[src/rtl/usr_seq_driver_if.sv]
// Byte-source handshake plus USR control bundle for usr_seq_driver.
// The master side offers bytes and watches the USR controls; the slave side is the driver.
interface usr_seq_driver_if #(
  parameter int WIDTH = 8
);
  logic [WIDTH-1:0] in_data;
  logic             in_dir;
  logic             in_pload;
  logic             in_valid;
  logic             in_ready;
  logic [1:0]       select;
  logic [WIDTH-1:0] pload;
  logic             L_in;
  logic             R_in;
  logic             busy;
  logic             done;

  modport master (
    output in_data, in_dir, in_pload, in_valid,
    input  in_ready, select, pload, L_in, R_in, busy, done
  );

  modport slave (
    input  in_data, in_dir, in_pload, in_valid,
    output in_ready, select, pload, L_in, R_in, busy, done
  );
endinterface

[src/rtl/usr_seq_driver.sv]
// Serialises accepted bytes into an 8-bit universal shift register, one bit per clock.
// Define USR_SEQ_PLOAD_EN to add a one-cycle parallel-load path (LOAD state).
module usr_seq_driver #(
  parameter int WIDTH = 8
) (
  input  logic             clk,
  input  logic             rst,
  usr_seq_driver_if.slave  bus
);
  localparam int CW = $clog2(WIDTH) + 1;
  localparam logic [CW-1:0] LAST = CW'(WIDTH);

`ifdef USR_SEQ_PLOAD_EN
  typedef enum logic [1:0] {IDLE, SHIFT, LOAD} state_t;
`else
  typedef enum logic [1:0] {IDLE, SHIFT} state_t;
`endif

  state_t           state, state_d;
  logic [CW-1:0]    cnt, cnt_d;
  logic [WIDTH-1:0] sh, sh_d;
  logic [1:0]       sel, sel_d;
  logic             l_q, l_d;
  logic             r_q, r_d;
  logic             busy_q, busy_d;
  logic             done_q, done_d;
`ifdef USR_SEQ_PLOAD_EN
  logic [WIDTH-1:0] pload_q, pload_d;
`else
  logic             unused_pload;
  assign unused_pload = bus.in_pload;
`endif

  always_comb begin
    state_d = state;
    cnt_d   = cnt;
    sh_d    = sh;
    sel_d   = sel;
    l_d     = l_q;
    r_d     = r_q;
    busy_d  = busy_q;
    done_d  = 1'b0;
`ifdef USR_SEQ_PLOAD_EN
    pload_d = pload_q;
`endif
    unique case (state)
      IDLE: begin
        if (bus.in_valid) begin
`ifdef USR_SEQ_PLOAD_EN
          if (bus.in_pload) begin
            state_d = LOAD;
            sel_d   = 2'b11;
            pload_d = bus.in_data;
            busy_d  = 1'b1;
          end else
`endif
          begin
            // First bit is presented straight from the input so it is valid from the accept edge
            state_d = SHIFT;
            sh_d    = bus.in_data;
            cnt_d   = CW'(1);
            busy_d  = 1'b1;
            if (bus.in_dir) begin
              sel_d = 2'b10;
              l_d   = bus.in_data[0];
              r_d   = 1'b0;
            end else begin
              sel_d = 2'b01;
              r_d   = bus.in_data[WIDTH-1];
              l_d   = 1'b0;
            end
          end
        end
      end
      SHIFT: begin
        if (cnt == LAST) begin
          state_d = IDLE;
          cnt_d   = '0;
          sel_d   = 2'b00;
          l_d     = 1'b0;
          r_d     = 1'b0;
          busy_d  = 1'b0;
          done_d  = 1'b1;
        end else begin
          // sel doubles as the direction flag for the duration of the transfer
          cnt_d = cnt + CW'(1);
          if (sel == 2'b10) begin
            sh_d = sh >> 1;
            l_d  = sh[1];
          end else begin
            sh_d = sh << 1;
            r_d  = sh[WIDTH-2];
          end
        end
      end
`ifdef USR_SEQ_PLOAD_EN
      LOAD: begin
        state_d = IDLE;
        sel_d   = 2'b00;
        pload_d = '0;
        busy_d  = 1'b0;
        done_d  = 1'b1;
      end
`endif
      default: state_d = IDLE;
    endcase
  end

  always_ff @(posedge clk) begin
    if (rst) begin
      state  <= IDLE;
      cnt    <= '0;
      sel    <= 2'b00;
      l_q    <= 1'b0;
      r_q    <= 1'b0;
      busy_q <= 1'b0;
      done_q <= 1'b0;
`ifdef USR_SEQ_PLOAD_EN
      pload_q <= '0;
`endif
    end else begin
      state  <= state_d;
      cnt    <= cnt_d;
      sel    <= sel_d;
      l_q    <= l_d;
      r_q    <= r_d;
      busy_q <= busy_d;
      done_q <= done_d;
`ifdef USR_SEQ_PLOAD_EN
      pload_q <= pload_d;
`endif
    end
  end

  // Data shift register carries no reset; it is always loaded before use
  always_ff @(posedge clk) begin
    sh <= sh_d;
  end

  assign bus.in_ready = (state == IDLE);
  assign bus.select   = sel;
  assign bus.L_in     = l_q;
  assign bus.R_in     = r_q;
  assign bus.busy     = busy_q;
  assign bus.done     = done_q;
`ifdef USR_SEQ_PLOAD_EN
  assign bus.pload    = pload_q;
`else
  assign bus.pload    = '0;
`endif
endmodule
[src/flat_wrapper.sv]
// flat-port wrapper written by rule: the top's interface ports become plain ports
module usr_seq_driver_flat 
#(
  parameter int WIDTH = 8
)
  (clk, rst, bus_in_data, bus_in_dir, bus_in_pload, bus_in_valid, bus_in_ready, bus_select, bus_pload, bus_L_in, bus_R_in, bus_busy, bus_done);
  usr_seq_driver_if #(.WIDTH(WIDTH)) bus_i ();
  input  logic clk;
  input  logic rst;
  input wire logic [$bits(bus_i.in_data)-1:0] bus_in_data;
  input wire logic [$bits(bus_i.in_dir)-1:0] bus_in_dir;
  input wire logic [$bits(bus_i.in_pload)-1:0] bus_in_pload;
  input wire logic [$bits(bus_i.in_valid)-1:0] bus_in_valid;
  output wire logic [$bits(bus_i.in_ready)-1:0] bus_in_ready;
  output wire logic [$bits(bus_i.select)-1:0] bus_select;
  output wire logic [$bits(bus_i.pload)-1:0] bus_pload;
  output wire logic [$bits(bus_i.L_in)-1:0] bus_L_in;
  output wire logic [$bits(bus_i.R_in)-1:0] bus_R_in;
  output wire logic [$bits(bus_i.busy)-1:0] bus_busy;
  output wire logic [$bits(bus_i.done)-1:0] bus_done;
  assign bus_i.in_data = bus_in_data;
  assign bus_i.in_dir = bus_in_dir;
  assign bus_i.in_pload = bus_in_pload;
  assign bus_i.in_valid = bus_in_valid;
  assign bus_in_ready = bus_i.in_ready;
  assign bus_select = bus_i.select;
  assign bus_pload = bus_i.pload;
  assign bus_L_in = bus_i.L_in;
  assign bus_R_in = bus_i.R_in;
  assign bus_busy = bus_i.busy;
  assign bus_done = bus_i.done;
  usr_seq_driver #(.WIDTH(WIDTH)) u_core (.clk(clk), .rst(rst), .bus(bus_i));
endmodule
[config.mk]
export PLATFORM = sky130hd
export DESIGN_NAME = usr_seq_driver_flat
export DESIGN_NICKNAME = d
export VERILOG_FILES = /design/src/rtl/usr_seq_driver_if.sv /design/src/rtl/usr_seq_driver.sv /design/src/flat_wrapper.sv
export SDC_FILE = /design/constraint.sdc
export NUM_CORES = 1
export LEC_CHECK = 0
export ABC_AREA = 1
export ABC_CLOCK_PERIOD_IN_PS = 4530
export BUFFER_PORTS_ARGS = -buffer_cell sky130_fd_sc_hd__buf_2
export CAP_MARGIN = 15
export CORE_MARGIN = 2
export CORE_UTILIZATION = 54
export CTS_CLUSTER_SIZE = 16
export DETAILED_ROUTE_END_ITERATION = 12
export HOLD_SLACK_MARGIN = 0.1
export PLACE_DENSITY_LB_ADDON = 0.3
export SLEW_MARGIN = 40
export SYNTH_ARGS = -nofsm -noshare
export SYNTH_HDL_FRONTEND = slang
export SYNTH_SLANG_ARGS = --single-unit
[constraint.sdc]
create_clock -name clk -period 4.53 [get_ports clk]
set_clock_uncertainty 0.05 [all_clocks]
set_input_delay 0.2265 -clock clk [delete_from_list [all_inputs] [get_ports clk]]
set_output_delay 0.2265 -clock clk [all_outputs]
set_load 0.01 [all_outputs]
==> summary.md <==
| Metric | Value |
|---|---|
| Clk slew on worst S/H paths | `100 ps` |
| Tot GR Track Use | `0.187` |
| Sw Share | `0.280` |
| I/O Buffers | `18` |
| HPWL Detailed | `between 1000 and 1500 um` |
| Sw power | `about 0.0001 W` |
| Top_reg_cell synth | `dfxtp_1` |
| Yosys top cell area share | `0.243` |
| Antenna-violating nets left | `0` |
| Final setup violation count | `0` |
| Sequential share of power | `0.554` |
| Critical path peak fanout | `8` |
| Vias in the first global route | `673` |
| Synth Area in Simple Gates | `0.300` |
| Final nets | `155` |
| Min-Delay Path Class | `primary input to flop` |
| Share of cells above drive strength 1 | `0.252` |
| Reg2Reg Depth | `7` |
| Setup bufs post-CTS | `0` |
| Slew Limit Fails | `0` |
| Initial antenna violation count | `0` |
| WL/cell | `11.8 um` |
| Final WL | `between 1500 and 2000 um` |
| CTS buffer count | `3` |
| Initial DRC count | `22` |
| Worst Hold Path EP | `u_core.cnt[2]` |
| Pwr Density | `330 nW/um2` |
| Maximum VDD drop | `a little under 200 uV` |
| Final-report hold violation count | `0` |
| Layout overhead on the synthesized area | `9.87%` |
| Post-CTS Hold Fix Bufs | `0` |
| R2r startpoint | `u_core.cnt[0]` |
| # DRC | `0` |
| CTS tree | `yes` |
| Critical Setup Path Class | `flop to flop` |
| Post-synthesis mux area share | `0` |
| Worst hold path depth | `2` |
| Crit-path most repeated cell | `nor2_4` |
| Top cells by area, synth | `edfxtp_1, dfxtp_1, nand2_1` |
| Minimum clock period | `approximately 1700 ps` |
| Hold_sp | `rst` |
| Syn. warnings | `0` |
| Vias per inst | `5.01` |
| Synth Area in Compound Gates | `0.0785` |
| Fin Setup TNS | `0 ps` |
| Final Instance Count excl. Fillers | `164` |
| Grt ovf | `0` |
| CTS resizes | `0` |
| Clk pwr share | `0.279` |
| Cell with the most instances after synthesis | `nand2_1` |
| Die span in x | `roughly 47 um` |
| Initial core utilization | `0.572` |
| Setup WS pre-CTS | `2840 ps` |
| Row count | `15` |
| I/O pins | `28` |
| CP max stage delay | `400 ps` |
| Antenna Cells | `0` |
| Cells after synthesis | `120` |
| Via count | `just over 800` |
| Setup slack after layout | `approximately 2800 ps` |
| FMAX | `around 0.59 GHz` |
| Pin count of the biggest net entering global routing | `15` |
| Post-synth EDFFs | `8` |
| # Max-Cap Violations | `0` |
| Sequential element share of the synthesized area | `0.446` |
| Adder-cell share of the synthesized area | `0.0253` |
| CTS H-tree depth | `1` |
| CP required | `between 4000 and 5000 ps` |
| Die height | `46.8 um` |
| Internal | `0.000258 W` |
| Skew-Pair Late Insertion Delay | `300 ps` |
| Synthesized area | `between 900 and 1000 um2` |
| Clk sinks | `18` |
| Core Region | `~1700 um2` |
| Avg Inst Size Synth | `8.24 um2` |
| Root buffer cell | `clkbuf_4` |
| Seq cells post-synth | `18` |
| Async S/R FF share, synth | `0` |
| Library cells used by synthesis | `25` |
| Fill count | `roughly 170` |
| Layout Utilization | `0.629` |
| Flop-to-flop setup slack | `2840 ps` |
| Synth Area in XOR/XNOR | `0.00886` |
| Run status | `finished clean` |
| Area leader, netlist | `edfxtp_1` |
| Worst Path Arrival | `1620 ps` |
| Drt pass-1 iters | `4` |
| Most frequent cells after synthesis | `nand2_1, dfxtp_1, nand3_1` |
| Die area | `between 2000 and 2500 um2` |
| # placed instances | `160` |
| GPL Wtd Cong | `0.798` |
| Worst setup SP type | `flop` |
| Main combinational cell family by area after synthesis | `simple AND/OR/NAND/NOR gates` |
| Reg2reg end | `u_core.sh[7]` |
| CP max stage cell | `dfxtp_1` |
| Logic gate share of total power | `0.167` |
| Crit end category | `flop` |
| Final Power | `around 0.00036 W` |
| Global-route wire length before repair | `2870 um` |
| RSZ-0062 raised after global routing | `false` |
| Crit-path cells | `inv_1, ha_1, nand2_2, nor2_4, nor2_4, inv_2, nand2_1` |
| Leak | `0.499 nW` |
| CTS Buffer Depth | `2` |
| Tcrit/Tclk final | `0.374` |
## placed cells by master (no fill, tap or decap), drive strengths merged
| cell type | netlist | layout |
|---|---|---|
| a21oi | 6 | 6 |
| edfxtp | 8 | 8 |
| nand3 | 10 | 10 |
| a211oi | 1 | 1 |
| a22o | 2 | 2 |
| dfxtp | 10 | 10 |
| buf | 10 | 18 |
| o211ai | 1 | 1 |
| nand2 | 38 | 38 |
| conb | 1 | 8 |
| xor2 | 1 | 1 |
| inv | 12 | 12 |
| nand3b | 2 | 2 |
| ha | 2 | 2 |
| o21ai | 3 | 3 |
| clkbuf | 0 | 4 |
| nor2 | 12 | 12 |
| nand4 | 1 | 1 |
## critical path, delay by kind of cell (launching register included)
kind          cells  cell delay [ps]
fa+ha+maj         1              230
buf+inv           2              140
flops             1              400
simple gates      4              530
## flip-flops by register name, indices dropped and copies added, names as in the netlist
signal / count
u_core.sh: 8
u_core.cnt: 4
u_core.bus.select: 2
u_core.bus.L_in: 1
u_core.bus.R_in: 1
u_core.bus.done: 1
u_core.state: 1
## routing by layer
layer  track usage  wire (um)  up-vias
li1              -          -      410
met1         0.236        893      380
met2         0.310        927       27
met3        0.0269         85        5
met4         0.100         34        0
met5             0          0        -
## power by group through the flow
stage | Combinational (W) | Clock [W] | Sequential (W)
finish | 0.0000601 | 0.000100 | 0.000199
global route | 0.0000668 | 0.000108 | 0.000200
CTS | 0.0000600 | 0.000101 | 0.000199
detailed placement | 0.0000592 | 0 | 0.000202
global placement | 0.0000577 | 0 | 0.000201
floorplan | 0.0000500 | 0 | 0.000199
## final cells by class
type | instances | area [um2] | area share
inverters | 12 | 50.0 | 0.0461
clock buffers | 4 | 36.3 | 0.0334
well taps | 25 | 31.3 | 0.0288
multi-input cells | 87 | 438 | 0.403
repair buffers | 18 | 90.1 | 0.0829
flip-flops and latches | 18 | 440 | 0.406
## worst max-delay path by stage
stage / start / end / slack [ps] / cells after the start
after floorplan: u_core.cnt[0] / u_core.sh[0] / 3050 / 7
after CTS: u_core.cnt[0] / u_core.sh[4] / 2820 / 7
after detailed placement: u_core.cnt[0] / u_core.sh[4] / 2840 / 7
after global routing: u_core.cnt[0] / u_core.sh[4] / 2710 / 7
final: u_core.cnt[0] / u_core.sh[7] / 2840 / 7
after global placement: u_core.cnt[0] / u_core.sh[6] / 2910 / 7
## per-stage QoR
step | hold WS, ps | area (um2)
detailed placement | 408 | 1050
floorplan | 246 | 1010
global route | 115 | 1090
CTS | 124 | 1090
global placement | 407 | 1050
finish | 130 | 1090
## logic make-up after synthesis
| group | count (synthesis) |
|---|---|
| buffers and inverters | 22 |
| other | 1 |
| xor gates and xnor gates | 1 |
| and+or+nand+nor | 63 |
| AOI/OAI and AO/OA | 13 |
| DFF | 18 |
| adders and majority gates | 2 |
Note: power is estimated with default switching activity, not from simulation.
